## config.mk

```make
export PLATFORM = sky130hd
export DESIGN_NAME = vid_timing_gen
export DESIGN_NICKNAME = d
export VERILOG_FILES = /design/src/rtl/vid_timing_gen.sv
export SDC_FILE = /design/constraint.sdc
export NUM_CORES = 1
export LEC_CHECK = 0
export ABC_AREA = 1
export CAP_MARGIN = 10
export CORE_MARGIN = 1.5
export CORE_UTILIZATION = 30
export DETAILED_ROUTE_END_ITERATION = 7
export HOLD_SLACK_MARGIN = 0.05
export PLACE_DENSITY = 0.48
export SLEW_MARGIN = 20
export SYNTH_ARGS = -nofsm -noshare
export SYNTH_HDL_FRONTEND = slang
export SYNTH_SLANG_ARGS = --single-unit
```

## constraint.sdc

```tcl
create_clock -name clk_i -period 2.7 [get_ports clk_i]
set_input_delay 0.27 -clock clk_i [delete_from_list [all_inputs] [get_ports clk_i]]
set_output_delay 0.27 -clock clk_i [all_outputs]
set_load 0.005 [all_outputs]
```

## src/rtl/vid_timing_gen.sv

```systemverilog
// Raster timing generator: hs/vs/de, active x/y, start-of-frame and busy, all registered.
// Define VID_TIMING_GEN_PATTERN_EN to add an 8-bar colour pattern on rgb_o (otherwise rgb_o is 0).
module vid_timing_gen #(
  parameter int   H_ACTIVE = 1280,
  parameter int   H_FP     = 110,
  parameter int   H_SYNC   = 40,
  parameter int   H_BP     = 220,
  parameter int   V_ACTIVE = 720,
  parameter int   V_FP     = 5,
  parameter int   V_SYNC   = 5,
  parameter int   V_BP     = 20,
  parameter logic HS_POL   = 1'b1,
  parameter logic VS_POL   = 1'b1
) (
  input  logic        clk_i,
  input  logic        rstn_i,
  input  logic        en_i,
  output logic        hs_o,
  output logic        vs_o,
  output logic        de_o,
  output logic [11:0] x_o,
  output logic [11:0] y_o,
  output logic        sof_o,
  output logic [23:0] rgb_o,
  output logic        busy_o
);

  localparam logic [11:0] H_ACT    = 12'(H_ACTIVE);
  localparam logic [11:0] H_SYNC_S = 12'(H_ACTIVE + H_FP);
  localparam logic [11:0] H_SYNC_E = 12'(H_ACTIVE + H_FP + H_SYNC);
  localparam logic [11:0] H_LAST   = 12'(H_ACTIVE + H_FP + H_SYNC + H_BP - 1);
  localparam logic [11:0] V_ACT    = 12'(V_ACTIVE);
  localparam logic [11:0] V_SYNC_S = 12'(V_ACTIVE + V_FP);
  localparam logic [11:0] V_SYNC_E = 12'(V_ACTIVE + V_FP + V_SYNC);
  localparam logic [11:0] V_LAST   = 12'(V_ACTIVE + V_FP + V_SYNC + V_BP - 1);

  typedef enum logic [1:0] {IDLE, RUN, DRAIN} state_t;

  state_t      state, state_nxt;
  logic [11:0] h_cnt, v_cnt;
  logic        frame_end, active, de_now, hs_now, vs_now;

  assign frame_end = (h_cnt == H_LAST) && (v_cnt == V_LAST);
  assign active    = (state != IDLE);
  assign de_now    = (h_cnt < H_ACT) && (v_cnt < V_ACT);
  assign hs_now    = (h_cnt >= H_SYNC_S) && (h_cnt < H_SYNC_E);
  assign vs_now    = (v_cnt >= V_SYNC_S) && (v_cnt < V_SYNC_E);

  // NOTE: sequential state uses non-blocking assignments so every flop samples pre-edge values.
  always_ff @(posedge clk_i) begin
    if (!rstn_i) state <= IDLE;
    else         state <= state_nxt;
  end

  // en_i only matters at the frame's last clock once running; a RUN frame ending with
  // en_i low goes straight to IDLE rather than starting another frame in DRAIN.
  always_comb begin
    // NOTE: default first so every path assigns state_nxt and no latch is inferred.
    state_nxt = state;
    unique case (state)
      IDLE:    if (en_i) state_nxt = RUN;
      RUN: begin
        if (!en_i) state_nxt = frame_end ? IDLE : DRAIN;
      end
      DRAIN:   if (frame_end) state_nxt = en_i ? RUN : IDLE;
      default: state_nxt = IDLE;
    endcase
  end

  always_ff @(posedge clk_i) begin
    if (!rstn_i || !active) begin
      h_cnt <= '0;
      v_cnt <= '0;
    end else if (h_cnt == H_LAST) begin
      h_cnt <= '0;
      v_cnt <= (v_cnt == V_LAST) ? '0 : v_cnt + 12'd1;
    end else begin
      h_cnt <= h_cnt + 12'd1;
    end
  end

  // Outputs show the counter state of the previous cycle; idle drives the inactive levels.
  always_ff @(posedge clk_i) begin
    if (!rstn_i || !active) begin
      hs_o  <= ~HS_POL;
      vs_o  <= ~VS_POL;
      de_o  <= 1'b0;
      x_o   <= '0;
      y_o   <= '0;
      sof_o <= 1'b0;
    end else begin
      hs_o  <= hs_now ? HS_POL : ~HS_POL;
      vs_o  <= vs_now ? VS_POL : ~VS_POL;
      de_o  <= de_now;
      x_o   <= de_now ? h_cnt : '0;
      y_o   <= de_now ? v_cnt : '0;
      sof_o <= (h_cnt == '0) && (v_cnt == '0);
    end
  end

  always_ff @(posedge clk_i) begin
    if (!rstn_i) busy_o <= 1'b0;
    else         busy_o <= active;
  end

`ifdef VID_TIMING_GEN_PATTERN_EN
  logic [2:0] bar;

  // Bar colours follow the binary index: R = ~bar[1], G = ~bar[2], B = ~bar[0].
  always_comb begin
    bar = 3'((32'(h_cnt) * 8) / H_ACTIVE);
  end

  always_ff @(posedge clk_i) begin
    if (!rstn_i || !active || !de_now) rgb_o <= '0;
    else rgb_o <= {{8{~bar[1]}}, {8{~bar[2]}}, {8{~bar[0]}}};
  end
`else
  assign rgb_o = '0;
`endif

endmodule

```

# == Yosys cells after proc, flatten, opt, wreduce, memory -nomap -nowiden ==
# Index checks and enable logic that the tools add are counted.
# classes
add_sub_neg,2
order_cmp,6
n_eq_ne,7
mux,9
n_bitwise,1
reduce_logical,15
# ops
operator,n
$add 12x1->12 const B,2
$logic_not 12->1,2
$lt 12x10->1 const B,2
$lt 12x11->1 const B,2
$eq 12x10->1 const B,1
$eq 12x11->1 const B,1
$ge 12x10->1 const B,1
$ge 12x11->1 const B,1
$mux 12,1
$mux 2,4
$ne 2x2->1 const B,3
$pmux 2 s3,1
$logic_and 1x1->1,5
$reduce_or 2->1,2
$mux 1,3
$reduce_and 3->1,1
$eq 2x1->1 const B,1
$eq 2x2->1 const B,1
$logic_not 1->1,2
$logic_not 2->1,1
$reduce_bool 2->1,1
$logic_or 1x1->1,1
$not 1->1,1
# word_totals
ff_bits,55
in_bits,3
output_inout_bits,53
elab_cells,50

# == Depth between registers and ports, before layout ==
# Gate-level depths: netlist of run 1.
# depth
ltp_word,5
ltp_mapped,9
depth_no_buf,9

# == Worst setup path before layout of run 1 ==
# Ideal clock, no wire load.
# synth_path
path_type,flip-flop to flip-flop
start,register h_cnt[1]
end,register v_cnt[3]
setup_ps,122
arrival_time_ps,1200
required_time_ps,2578
path_slack_ps,1378
stages_incl_launch_ff,10
period_less_slack_ps,1322
cell_sequence,dfxtp_1 > inv_1 > ha_1 > inv_1 > nor3_1 > nand3_2 > nand2_2 > nand2_1 > inv_2 > a21oi_1
# synth_via
elab_chain_cells,1
# synth_rtl
element,line,source
from (decl),40,"logic [11:0] h_cnt, v_cnt;"
from (signal assigned),78,h_cnt <= h_cnt + 12'd1;
$eq 12x11->1,74,end else if (h_cnt == H_LAST) begin
to (signal assigned),76,v_cnt <= (v_cnt == V_LAST) ? '0 : v_cnt + 12'd1;
to (decl),40,
# No other way between the ends.
# A chain may end at the register's enable or synchronous reset.

# == Final worst setup path of run 1 ==
# Ends and elaborated chain as after synthesis.

==> results of run 1 <==
[sequential cells by signal, summed over array words and instances, names as in the netlist]
register  count
busy_o        1
v_cnt        12
state         2
h_cnt        12
vs_o          1
hs_o          1
y_o          12
de_o          1
sof_o         1
x_o          12
[cells in the final DEF (no fill, tap or decap), drive strengths merged]
master | netlist | routed
a21oi | 12 | 12
clkbuf | 0 | 5
clkdlybuf4s50 | 0 | 31
clkinv | 1 | 2
conb | 1 | 27
dfxtp | 55 | 55
ha | 7 | 7
inv | 41 | 43
nand2 | 65 | 65
nand3 | 23 | 23
nand4 | 10 | 10
nor2 | 65 | 65
nor3 | 11 | 11
nor4 | 3 | 3
o2111ai | 1 | 1
o211ai | 2 | 2
o21ai | 9 | 9
xor2 | 6 | 6
[per-layer routing]
layer  GRT usage, %  up-vias
li1               -     1098
met1           17.1      968
met2           19.3      108
met3           2.82        6
met4           5.80        0
met5              0        -
[power by group through the flow]
stage	Combinational (mW)	Sequential [mW]	Clock (mW)
final	0.141	0.845	0.480
after global placement	0.141	0.863	0
after CTS	0.142	0.845	0.503
after floorplan	0.127	0.863	0
after global routing	0.158	0.848	0.541
after detailed placement	0.142	0.864	0
[through the flow]
step                setup WS [ns]  utilization, %  cells  instance area, um2  hold WS [ns]
CTS                         0.990            36.3    482                3030         0.488
detailed placement          0.897            35.2    474                2930         0.462
global placement            0.955            35.2    474                2930         0.459
global route                0.843            36.3    482                3030         0.511
floorplan                    1.38               -    367                2720         0.386
finish                      0.976            36.3    482                3030         0.484
[worst max-delay path, stage by stage, from the launching register on]
cell	delay, ns
dfxtp_1	0.36
inv_1	0.11
ha_1	0.15
inv_1	0.08
nor3_1	0.18
nand3_2	0.12
nand2_2	0.26
nand2_1	0.16
inv_2	0.13
a21oi_1	0.05
[cells by family after synthesis]
group           after synthesis  share of synthesized area (%)
simple gates                177                           32.8
xor+xnor                      6                           2.01
fa+ha+maj                     7                           3.34
other cells                   1                          0.143
compound gates               24                           5.06
flops                        55                           42.0
buf+inv                      71                           14.7
[cell type report]
cell class,count,area share (%)
clock buffers,5,2.27
clock inverters,3,0.868
inverters,42,5.21
multi-input cells,241,40.7
flip-flops and latches,55,36.4
well taps,105,4.34
repair buffers,31,10.2
[worst paths after layout]
| path | startpoint | endpoint | depth (start not counted) |
|---|---|---|---|
| max | h_cnt[1] | v_cnt[3] | 9 |
| min | h_cnt[0] | h_cnt[0] | 1 |
| max reg2reg | h_cnt[1] | v_cnt[3] | 9 |
| min reg2reg | h_cnt[0] | h_cnt[0] | 1 |
==> impl_metrics.env, run 1 <==
export IMPL_ioPinCount=56
export IMPL_root_buffer="clkbuf_8"
export IMPL_clkLatencyLatePin_ns=0.32
export IMPL_ctsResizeCount=0
export IMPL_hp_class="flop to flop"
export IMPL_core_area_um2=8340
export IMPL_cts_tree="done"
export IMPL_wl_met1_um=2620
export IMPL_wl_met3_um=401
export IMPL_p_comb_share_pct=9.6
export IMPL_wl_per_cell_um=11.5
export IMPL_setup_tns_ns=0
export IMPL_drt_iter0_drc=174
export IMPL_ys_ff_latch=55
export IMPL_grt_pass1_vias=1846
export IMPL_multi_input_area_um2=1230
export IMPL_hpwl_um=4310
export IMPL_maxCapViolCount=0
export IMPL_grt_overflow=0
export IMPL_p_per_area_nw_per_um2=484
export IMPL_yosys_area_top_type="dfxtp_1"
export IMPL_drive_above_1_share_pct=15.1
export IMPL_fillers=890
export IMPL_grtUsageTotal_pct=12.7
export IMPL_finalSetupViolations=0
export IMPL_synth_top_flop_cell="dfxtp_1"
export IMPL_power_switching_share_pct=27.1
export IMPL_cp_max_fo=14
export IMPL_syn_to_final_growth_pct=15.6
export IMPL_final_max_slew_viol_count=0
export IMPL_dieArea_um2=9300
export IMPL_start_kind="flop"
export IMPL_grt_antenna_before_repair=0
export IMPL_die_h_um=96.5
export IMPL_fin_skew_ns=0.0103
export IMPL_synth_area_leaders="dfxtp_1 42%, nand2_1 8.5%, buf_4 7.2%, nor2_2 5.7%, nor2_1 5.4%"
export IMPL_wirelength_um=5530
export IMPL_regToRegSetupSlack_ns=0.98
export IMPL_holdBufCountCts=0
export IMPL_ant_nets=0
export IMPL_syn_area_per_cell_um2=7.68
export IMPL_top_layer="met4"
export IMPL_wl_met2_um=2420
export IMPL_crit_path_end_kind="flop"
export IMPL_max_freq_mhz=580
export IMPL_start_util_pct=31.4
export IMPL_yosysMostFrequentCell="nand2_1"
export IMPL_rsz0062_at_grt="false"
export IMPL_drc=0
export IMPL_syn_inst=341
export IMPL_p_sw_mw=0.398
export IMPL_cp_required_ns=2.91
export IMPL_critical_path_class="flop to flop"
export IMPL_period_minus_slack_ns=1.72
export IMPL_grt_pass1_wl_um=8880
export IMPL_vdd_drop_max_v=0.000177
export IMPL_synth_cell_area_um2=2620
export IMPL_yosysWarningCount=0
export IMPL_synth_edff_count=0
export IMPL_n_antenna_cell=0
export IMPL_firstDrtPassIters=5
export IMPL_clock_sinks=55
export IMPL_tightest_slew_ns=0.621
export IMPL_seqPwrFrac_pct=57.6
export IMPL_via_count=2180
export IMPL_clockBufferDepth=2
export IMPL_fin_crit_sh_pct=63.8
export IMPL_gp_congestion=0.890
export IMPL_die_x_um=96.5
export IMPL_power_internal_mw=1.07
export IMPL_portBuffers=31
export IMPL_hold_violations=0
export IMPL_p_clk_share_pct=32.8
export IMPL_synth_cell_types=28
export IMPL_synth_common_cells="59 x nand2_1, 55 x dfxtp_1, 38 x nor2_1"
export IMPL_slew_headroom_pct=58.4
export IMPL_p_leak_nw=1.12
export IMPL_htreeDepth=2
export IMPL_ys_seq_area_share_pct=42.0
export IMPL_synthArstFlopShare_pct=0
export IMPL_p_total_mw=1.47
export IMPL_outcome="completed"
export IMPL_cts_buffers=5
export IMPL_vias_per_cell=4.52
export IMPL_grt_max_degree=23
export IMPL_clk_pin_slew_ns=0.10
export IMPL_seq_area_um2=1100
export IMPL_critPathArrivalTime_ns=1.93
export IMPL_std_cell_rows=33
export IMPL_yosysTopAreaCellShare_pct=42.0
export IMPL_fin_nets=386
export IMPL_cts_setup_buffers=0
No activity file was read; power rests on OpenSTA's default activity.
==> run 2: changes to the inputs <==
PLACE_DENSITY = 0.5   (was 0.48)
clock period = 1.5 ns   (was 2.7 ns; I/O delays follow)
==> impl_metrics.env, run 2 (synthesized netlist as in run 1, its figures left out) <==
export IMPL_ioPinCount=56
export IMPL_final_common_cell="nand2_1"
export IMPL_dieArea_um2=9300
export IMPL_maxCapViolCount=0
export IMPL_grt_pass1_wl_um=9370
export IMPL_core_area_um2=8340
export IMPL_fillers=891
export IMPL_layout_common_cells="59 x nand2_1, 50 x dfxtp_1, 38 x nor2_1"
export IMPL_n_antenna_cell=0
export IMPL_p_per_area_nw_per_um2=925
export IMPL_period_minus_slack_ns=1.40
export IMPL_max_freq_mhz=714
export IMPL_wl_per_cell_um=11.8
export IMPL_cp_required_ns=1.76
export IMPL_fin_crit_sh_pct=93.4
export IMPL_start_util_pct=31.4
export IMPL_drive_above_1_share_pct=21.1
export IMPL_die_x_um=96.5
export IMPL_cp_max_fo=6
export IMPL_final_area_um2=3250
export IMPL_gp_congestion=0.833
export IMPL_grtUsageTotal_pct=13.4
export IMPL_hpwl_um=4550
export IMPL_cp_slowest_cell="dfxtp_1"
export IMPL_grt_antenna_before_repair=0
export IMPL_root_buffer="clkbuf_8"
export IMPL_fin_nets=403
export IMPL_final_cells=499
export IMPL_via_count=2182
export IMPL_cts_buffers=5
export IMPL_vdd_drop_max_v=0.000398
export IMPL_clockBufferDepth=2
export IMPL_grt_pass1_vias=1867
export IMPL_holdBufCountCts=0
export IMPL_outcome="completed"
export IMPL_critPathArrivalTime_ns=1.66
export IMPL_finalSetupViolations=0
export IMPL_firstDrtPassIters=4
export IMPL_std_cell_rows=33
export IMPL_wirelength_um=5870
export IMPL_drt_iter0_drc=173
export IMPL_start_kind="flop"
export IMPL_worstPathCellList="nand2_2 > nor3_4 > nand3_1 > o21ai_1 > inv_1 > nor2_1"
export IMPL_setup_tns_ns=0
export IMPL_cp_top_family="simple AND/OR/NAND/NOR gates"
export IMPL_drc=0
export IMPL_clk_pin_slew_ns=0.10
export IMPL_dp_worst_setup_slack_ns=0.0297
export IMPL_htreeDepth=2
export IMPL_crit_path_end_kind="flop"
export IMPL_cts_tree="done"
export IMPL_critical_path_class="flop to flop"
export IMPL_hp_class="input pin to flop"
export IMPL_vias_per_cell=4.37
export IMPL_portBuffers=31
export IMPL_rsz0062_at_grt="true"
export IMPL_grt_overflow=0
export IMPL_p_leak_nw=1.23
export IMPL_critical_path_max_stage_delay_ns=0.46
export IMPL_dpl_instance_area_um2=3080
export IMPL_clock_sinks=55
export IMPL_timing_final_ws_setup_ns=0.0990
export IMPL_syn_to_final_growth_pct=23.9
export IMPL_clkLatencyLatePin_ns=0.31
export IMPL_crit_buf_inv=1
export IMPL_die_h_um=96.5
export IMPL_hold_violations=0
export IMPL_final_max_slew_viol_count=0
export IMPL_fin_skew_ns=0.00488
export IMPL_p_total_mw=3.00
export IMPL_dp_cells=490
export IMPL_ant_nets=0
export IMPL_grt_max_degree=18
## run 2: cell types whose count changed in the layout (fill, tap and decap cells not counted), sizes merged
| cell | delta |
|---|---|
| inv | -2 |
| clkinvlp | +1 |
| clkinv | -1 |
| bufinv | +2 |
| buf | +17 |
## run 2: power by group
| group | total, mW | leakage, nW | switching [mW] | internal [mW] |
|---|---|---|---|---|
| Sequential | 1.52 | 0.448 | 0.0223 | 1.50 |
| Clock | 1.16 | 0.0644 | 0.491 | 0.666 |
| Combinational | 0.324 | 0.718 | 0.191 | 0.133 |
## run 2: routing by layer
| metal | track usage, % | routed length (um) |
|---|---|---|
| met1 | 19.1 | 2980 |
| met2 | 19.8 | 2500 |
| met3 | 2.58 | 262 |
| met4 | 5.43 | 121 |
| met5 | 0 | 0 |
## run 2: worst register-to-register path, delay by kind of cell, from the launching register on
kind / cells / cell delay [ns]
and+or+nand+nor: 4 / 0.69
AOI/OAI and AO/OA: 1 / 0.16
buffers and inverters: 1 / 0.05
DFF: 1 / 0.46
## run 2: worst paths after layout
kind	from	endpoint	slack, ns	depth (start not counted)
max	h_cnt[4]	v_cnt[10]	0.1	6
min	en_i	state[0]	0.41	3
max reg2reg	h_cnt[4]	v_cnt[10]	0.1	6
min reg2reg	h_cnt[0]	h_cnt[0]	0.44	1
## run 2: timing repair
action                                  4_1_cts  5_1_grt
gates resized for setup                       0       10
setup buffers                                 0        1
endpoints found under the setup margin        0       42
## run 2: cell type report
cell class | instances | area, um2 | share of cell area [%]
Clock buffer | 5 | 68.8 | 2.12
Clock inverter | 3 | 67.6 | 2.08
Inverter | 42 | 158 | 4.86
Multi-Input combinational cell | 241 | 1250 | 38.5
Sequential cell | 55 | 1110 | 34.1
Tap cell | 105 | 131 | 4.05
Timing Repair Buffer | 48 | 463 | 14.3
## run 2: through the flow
stage	hold WS (ns)	utilization, %
floorplan	0.266	-
detailed placement	0.463	36.9
CTS	0.407	38.5
finish	0.413	38.9
global route	0.419	38.9
global placement	0.443	36.9
